## src/rtl/perm_pkg.sv

```systemverilog
// Shared constants, rotation-amount type and lane-slicing helper for the
// write-side permutation pipeline.
package perm_pkg;

  localparam int unsigned LANES_DEF = 8;
  localparam int unsigned DW_DEF    = 64;
  localparam int unsigned RW_DEF    = $clog2(LANES_DEF);

  typedef logic [RW_DEF-1:0] rot_amt_t;

  // Bit offset of lane `lane` in a packed vector of `dw`-bit lanes.
  function automatic int unsigned lane_lsb(input int unsigned lane, input int unsigned dw);
    return lane * dw;
  endfunction

endpackage

```

## src/rtl/perm_rot.sv

```systemverilog
// Combinational cyclic lane rotator: q lane i takes d lane (i - r) mod LANES.
module perm_rot
  import perm_pkg::*;
#(
  parameter int unsigned LANES = LANES_DEF,
  parameter int unsigned DW    = DW_DEF,
  parameter int unsigned RW    = $clog2(LANES)
) (
  input  logic [LANES*DW-1:0] d_i,
  input  logic [RW-1:0]       r_i,
  output logic [LANES*DW-1:0] q_o
);

  // LANES is a power of two, so RW-bit subtraction wraps modulo LANES.
  for (genvar i = 0; i < LANES; i++) begin : g_lane
    logic [RW-1:0] src;
    assign src = RW'(i) - r_i;
    assign q_o[lane_lsb(i, DW) +: DW] = d_i[lane_lsb(32'(src), DW) +: DW];
  end

endmodule

```

## src/rtl/perm_write_pipe.sv

```systemverilog
// Two-stage valid/ready pipeline: bank select then lane rotation for bank writes.
// Define PERM_WRITE_AUTO_ROT_EN to enable the auto-rotation counter.
module perm_write_pipe
  import perm_pkg::*;
#(
  parameter int unsigned LANES = LANES_DEF,
  parameter int unsigned DW    = DW_DEF,
  parameter int unsigned RW    = $clog2(LANES)
) (
  input  logic                CLK,
  input  logic                RSTN,
  input  logic                IN_VALID,
  output logic                IN_READY,
  input  logic                SEL_EXTN,
  input  logic [RW-1:0]       SEL_PERM,
  input  logic                AUTO_MODE,
  input  logic [RW-1:0]       ROT_STEP,
  input  logic                CNT_CLR,
  input  logic [LANES*DW-1:0] D_EXTN,
  input  logic [LANES*DW-1:0] D_HRMF,
  output logic                OUT_VALID,
  input  logic                OUT_READY,
  output logic [LANES*DW-1:0] Q,
  output logic [RW-1:0]       ROT_CNT
);

  localparam int unsigned BW = LANES * DW;

  logic          v1_q, v1_d, v2_q, v2_d;
  logic [BW-1:0] s1_data_q, s1_data_d;
  logic [RW-1:0] s1_rot_q, s1_rot_d;
  logic [BW-1:0] q_q, q_d, rot_out;
  logic [RW-1:0] rot_sel;
  logic          adv1, adv2, accept;

  assign adv2     = ~v2_q | OUT_READY;
  assign adv1     = ~v1_q | adv2;
  assign accept   = IN_VALID & adv1;
  assign IN_READY = adv1;

`ifdef PERM_WRITE_AUTO_ROT_EN
  logic [RW-1:0] cnt_q, cnt_d;

  // Clear wins over increment; the accepted beat still sees the pre-clear count.
  always_comb begin
    cnt_d = cnt_q;
    if (CNT_CLR) begin
      cnt_d = '0;
    end else if (accept && AUTO_MODE) begin
      cnt_d = cnt_q + ROT_STEP;
    end
  end

  always_ff @(posedge CLK or negedge RSTN) begin
    if (!RSTN) begin
      cnt_q <= '0;
    end else begin
      cnt_q <= cnt_d;
    end
  end

  assign rot_sel = AUTO_MODE ? cnt_q : SEL_PERM;
  assign ROT_CNT = cnt_q;
`else
  logic unused_auto;
  assign unused_auto = ^{AUTO_MODE, ROT_STEP, CNT_CLR};
  assign rot_sel     = SEL_PERM;
  assign ROT_CNT     = '0;
`endif

  // Stage 1: bank select and rotation amount capture.
  always_comb begin
    v1_d      = v1_q;
    s1_data_d = s1_data_q;
    s1_rot_d  = s1_rot_q;
    if (adv1) begin
      v1_d = accept;
      if (accept) begin
        s1_data_d = SEL_EXTN ? D_HRMF : D_EXTN;
        s1_rot_d  = rot_sel;
      end
    end
  end

  perm_rot #(
    .LANES (LANES),
    .DW    (DW),
    .RW    (RW)
  ) u_rot (
    .d_i (s1_data_q),
    .r_i (s1_rot_q),
    .q_o (rot_out)
  );

  // Stage 2: rotated result; data held through bubbles and stalls.
  always_comb begin
    v2_d = v2_q;
    q_d  = q_q;
    if (adv2) begin
      v2_d = v1_q;
      if (v1_q) begin
        q_d = rot_out;
      end
    end
  end

  always_ff @(posedge CLK or negedge RSTN) begin
    if (!RSTN) begin
      v1_q      <= 1'b0;
      v2_q      <= 1'b0;
      s1_data_q <= '0;
      s1_rot_q  <= '0;
      q_q       <= '0;
    end else begin
      v1_q      <= v1_d;
      v2_q      <= v2_d;
      s1_data_q <= s1_data_d;
      s1_rot_q  <= s1_rot_d;
      q_q       <= q_d;
    end
  end

  assign OUT_VALID = v2_q;
  assign Q         = q_q;

endmodule

```

## config.mk

```make
export PLATFORM = sky130hd
export DESIGN_NAME = perm_write_pipe
export DESIGN_NICKNAME = d
export VERILOG_FILES = /design/src/rtl/perm_pkg.sv /design/src/rtl/perm_rot.sv /design/src/rtl/perm_write_pipe.sv
export SDC_FILE = /design/constraint.sdc
export NUM_CORES = 2
export LEC_CHECK = 0
export BUFFER_PORTS_ARGS = -buffer_cell sky130_fd_sc_hd__buf_2
export CAP_MARGIN = 20
export CORE_AREA = 2 2 602 604
export DETAILED_ROUTE_END_ITERATION = 10
export DIE_AREA = 0 0 604 606
export PLACE_DENSITY = 0.44
export SLEW_MARGIN = 20
export SYNTH_ARGS = -nofsm -noshare
export SYNTH_HDL_FRONTEND = slang
export SYNTH_HIERARCHICAL = 1
export SYNTH_SLANG_ARGS = --single-unit
```

## constraint.sdc

```tcl
create_clock -name CLK -period 3.8 [get_ports CLK]
set_input_delay 0.76 -clock CLK [delete_from_list [all_inputs] [get_ports CLK]]
set_output_delay 0.76 -clock CLK [all_outputs]
set_load 0.02 [all_outputs]
```

## Word level (Yosys, flattened, before mapping)

Cells that the tools add are included.

- Input bits: 1037
- Word-level logic and storage cells: 29
- Output and inout bits: 517
- Flip-flop bits (word level): 1029

- Bitwise logic cells: 5
- Reductions and logical operators: 2
- Shifts and indexed selects: 8
- Add/sub/neg operators: 8
- Mux-type cells: 1

Operator list:

| cell | count |
|---|---|
| $shiftx 512x10->64 | 8 |
| $mux 512 | 1 |
| $sub 3x3->3 const A | 4 |
| $sub 1x3->3 const A | 2 |
| $sub 2x3->3 const A | 2 |
| $reduce_and 2->1 | 2 |
| $not 1->1 | 2 |
| $or 1x1->1 | 2 |
| $and 1x1->1 | 1 |

## Logic depth before layout (Yosys ltp)

- Depth after elaboration: 5
- Gate-level depth with buffers: 13
- Depth with buffers taken out: 6

## By module

The synthesis kept the hierarchy.

By module, submodules not included:

| module | area an instance (um^2) | instances | cells an instance | sequential area each (um^2) |
|---|---|---|---|---|
| perm_write_pipe | 43344.1 | 1 | 3374 | 25749.7 |
| perm_rot | 27027.2 | 1 | 2809 | 0.0 |

## Worst setup path after synthesis

No wires, ideal clock.

- Path type: reg2reg
- From: reg s1_rot_q[0]
- To: reg q_q[1], in the netlist Q[1]
- Data arrival time: 2850 ps
- Library setup time: 125 ps
- Required time: 3675 ps
- Path slack: 825 ps
- Period minus slack after synthesis: 2975 ps
- Buffers on the path: 8
- Stages on the path, launching flop included: 14
- Path through: dfrtp_1 > buf_2 > clkinv_1 > buf_2 > buf_1 > buf_1 > ha_1 > buf_2 > buf_2 > buf_2 > buf_2 > a211oi_1 > a221oi_1 > mux2_2

- Cells in the longest elaborated chain, start to end: 2

Ends and longest elaborated chain:

| what | line | RTL |
|---|---|---|
| start, declared | perm_write_pipe.sv:31 | `logic [RW-1:0] s1_rot_q, s1_rot_d;` |
| start signal, assigned | perm_write_pipe.sv:118 | `s1_rot_q <= s1_rot_d;` |
| $sub 1x3->3 | perm_rot.sv:17 | `assign src = RW'(i) - r_i;` |
| $shiftx 512x10->64 | perm_rot.sv:18 | `assign q_o[lane_lsb(i, DW) +: DW] = d_i[lane_lsb(32'(src), DW) +: DW];` |
| via rot_out[1] | perm_write_pipe.sv:32 | `logic [BW-1:0] q_q, q_d, rot_out;` |
| end signal, assigned | perm_write_pipe.sv:119 | `q_q <= q_d;` |
| end, declared | perm_write_pipe.sv:32 |  |

The timed path passes the listed nets, and every way through them passes these cells.
A chain may end at the register's enable or synchronous reset.

## Worst setup path after layout

- From: reg s1_rot_q[0]
- To: reg q_q[298], in the netlist Q[298]

- Cells in the longest elaborated chain, start to end: 2

Ends and longest elaborated chain:

| what | line |
|---|---|
| $sub 3x3->3 | perm_rot.sv:17 |
| $shiftx 512x10->64 | perm_rot.sv:18 |
| via rot_out[298] | perm_write_pipe.sv:32 |

The timed path passes the listed nets, and every way through them passes these cells.

==> impl_metrics.tcl <==
set metrics [dict create \
    status "completed" \
    drc_errors 0 \
    grt_setup_unrepaired "false" \
    maxCapViolCount 0 \
    grt_pass1_wl_um 465000 \
    first_iter_violations 4353 \
    r2r_slack_ps 590 \
    fmax_ghz 0.312 \
    wl_per_cell_um 27.2 \
    post-place-ws_ps 556 \
    grt_max_degree 157 \
    cts_root_buf "clkbuf_16" \
    die_w_um 604 \
    num_vias 59500 \
    clock_latency_ps 840 \
    dp_hpwl_um 263000 \
    num_io_pins 1554 \
    worstSetupStartpointType "flip-flop" \
    fillCellCount 38200 \
    setup_viol 0 \
    path_depth 8 \
    p_clk_share_pct 23.5 \
    min_period_over_period_pct 84.4 \
    switching_share_pct 43.3 \
    yosysSeqAreaShare_pct 36.6 \
    gp_congestion 0.940 \
    p_per_area_nw_per_um2 681 \
    r2r_cells 8 \
    peakVddDrop_mv 0.297 \
    port_buffers 1545 \
    yosys-top-cells-area "dfrtp_1, mux2_2, mux4_2" \
    p_seq_share_pct 29.5 \
    clockBufferDepth 4 \
    hp-class "in2reg" \
    path_cells "inv_8, ha_4, buf_12, buf_4, mux2_2, mux2i_1, a221oi_1, mux2_2" \
    final_common_cell "buf_2" \
    power_frac_comb_pct 47.0 \
    ys_ff_latch 1029 \
    fp.coreArea_um2 360000 \
    slew_violations 0 \
    relSlewSlack_pct 17.3 \
    antenna_found_initial 27 \
    die_area_um2 366000 \
    cts_tree "yes" \
    tightest_slew_ps 1240 \
    cts.sinks 1029 \
    critical_path.endpoint_type "flip-flop" \
    gr-total-overflow 0 \
    vias_per_cell 4.81 \
    path_buf_inv 3 \
    synthesis.area_um2 70400 \
    tns_ps 0 \
    p_leak_nw 36.0 \
    grt_pass1_vias 58300 \
    cts_buffers 140 \
    grt_usage_pct 17.6 \
    avgSynthCellArea_um2 11.4 \
    die_h_um 606 \
    cts-htree-levels 4 \
    crit_fanout 31 \
    wl_um 337000 \
    power.total_mw 60.3 \
    start_util_pct 19.5 \
    worst_path_max_delay_cell "a221oi_1" \
    setup_slack_ps 592 \
    netlist_instances 6183 \
    cts_resized 0 \
    cp_top_family "buffers and inverters" \
    layout-drive-gt1-share_pct 47.1 \
    area_delta_synth_final_pct 25.8 \
    final_nets 8512 \
    cp.required_ps 4560 \
    yosysTopAreaCell "dfrtp_1" \
    p_int_mw 34.2 \
    synth.top_cell.area_share_pct 36.6 \
    fp-row-count 221 \
    crit_type "reg2reg" \
    mostFrequentLayoutCells "buf_2, mux2_2, dfrtp_1" \
    fin_skew_ps 55.9 \
    dr.pass1.iters 6 \
    hold_viol 0 \
    slowest_delay_ps 770 \
    min_path_cells 2 \
    ant_nets 0 \
    switching_power_mw 26.1 \
    cts.clk_slew.worst_paths_ps 60 \
    yosys_warnings 6 \
    arrival_ps 3970 \
    ys_types 24 \
    critical_path.most_common_cell "mux2_2" \
    post-route-min-period_ps 3210 \
]
==> per-stage QoR <==
step,instances,utilization [%],cell area [µm²],hold slack (ps)
floorplan,6185,-,70400,457
global placement,12100,23.2,83600,488
detailed placement,12100,23.2,83600,488
CTS,12400,24.6,88500,108
global route,12400,24.6,88500,149
finish,12400,24.6,88500,198
==> synthesized netlist by cell type <==
library cell	number
nor3_1	256
inv_1	1
clkbuf_1	193
mux2_2	1155
buf_6	15
buf_2	329
mux2i_1	768
a211oi_1	128
a21oi_1	1024
nand2b_1	3
xor2_2	2
xnor2_1	2
ha_1	2
clkinv_1	1
nor2b_1	128
and2_1	1
dfrtp_1	1029
conb_1	1
buf_4	85
a221oi_1	256
nand3b_1	1
mux4_2	384
buf_1	34
nand2_1	385
==> metal layers <==
| layer | global-route usage, % | part of all wire, % |
|---|---|---|
| met1 | 22.7 | 43 |
| met2 | 28.7 | 47 |
| met3 | 3.16 | 5.8 |
| met4 | 7.46 | 4.6 |
| met5 | 0 | 0.0068 |
==> cells by family after synthesis <==
logic type	synth area share, %
DFF	36.6
adders and majority gates	0.0356
buffers and inverters	4.71
muxes	41.7
AOI/OAI and AO/OA	11.8
xor gates and xnor gates	0.0711
and+or+nand+nor	5.06
other	0.00533
==> path summary, 6_finish.rpt <==
| kind | startpoint | endpoint |
|---|---|---|
| max | s1_rot_q[0]$_DFFE_PN0P_ | Q[298]$_DFFE_PN0P_ |
| min | SEL_PERM[0] | s1_rot_q[0]$_DFFE_PN0P_ |
| max reg2reg | s1_rot_q[0]$_DFFE_PN0P_ | Q[298]$_DFFE_PN0P_ |
| min reg2reg | Q[58]$_DFFE_PN0P_ | Q[58]$_DFFE_PN0P_ |
| max in group asynchronous | RSTN | s1_data_q[458]$_DFFE_PN0P_ |
| min in group asynchronous | RSTN | Q[47]$_DFFE_PN0P_ |
==> power groups by stage <==
stage               Clock [mW]  Sequential (mW)  Combinational [mW]
CTS                       14.6             17.8                28.9
finish                    14.2             17.8                28.4
detailed placement           0             17.9                28.7
global route              15.0             18.2                30.1
global placement             0             17.8                28.5
floorplan                    0             19.6                14.0
==> area by class of cell <==
cell class                      count  area [µm²]  share of cell area [%]
Antenna cell                       16        40.0                  0.0452
Inverter                            2        15.0                  0.0170
Clock inverter                     60         902                    1.02
Timing Repair Buffer             1802       10500                    11.9
Multi-Input combinational cell   4498       41400                    46.7
Clock buffer                      190        3910                    4.41
Sequential cell                  1029       25800                    29.1
Tap cell                         4794        6000                    6.78
==> repair_timing <==
item / CTS / global route
setup buffers: 0 / 0
endpoints found under the hold margin: 1 / 0
hold buffers: 1 / 0
==> registers in the layout, indices dropped and copies added, names as in the netlist <==
register,cells
OUT_VALID,1
s1_data_q,512
s1_rot_q,3
v1_q,1
Q,512
Power figures use the tool's default switching activity.
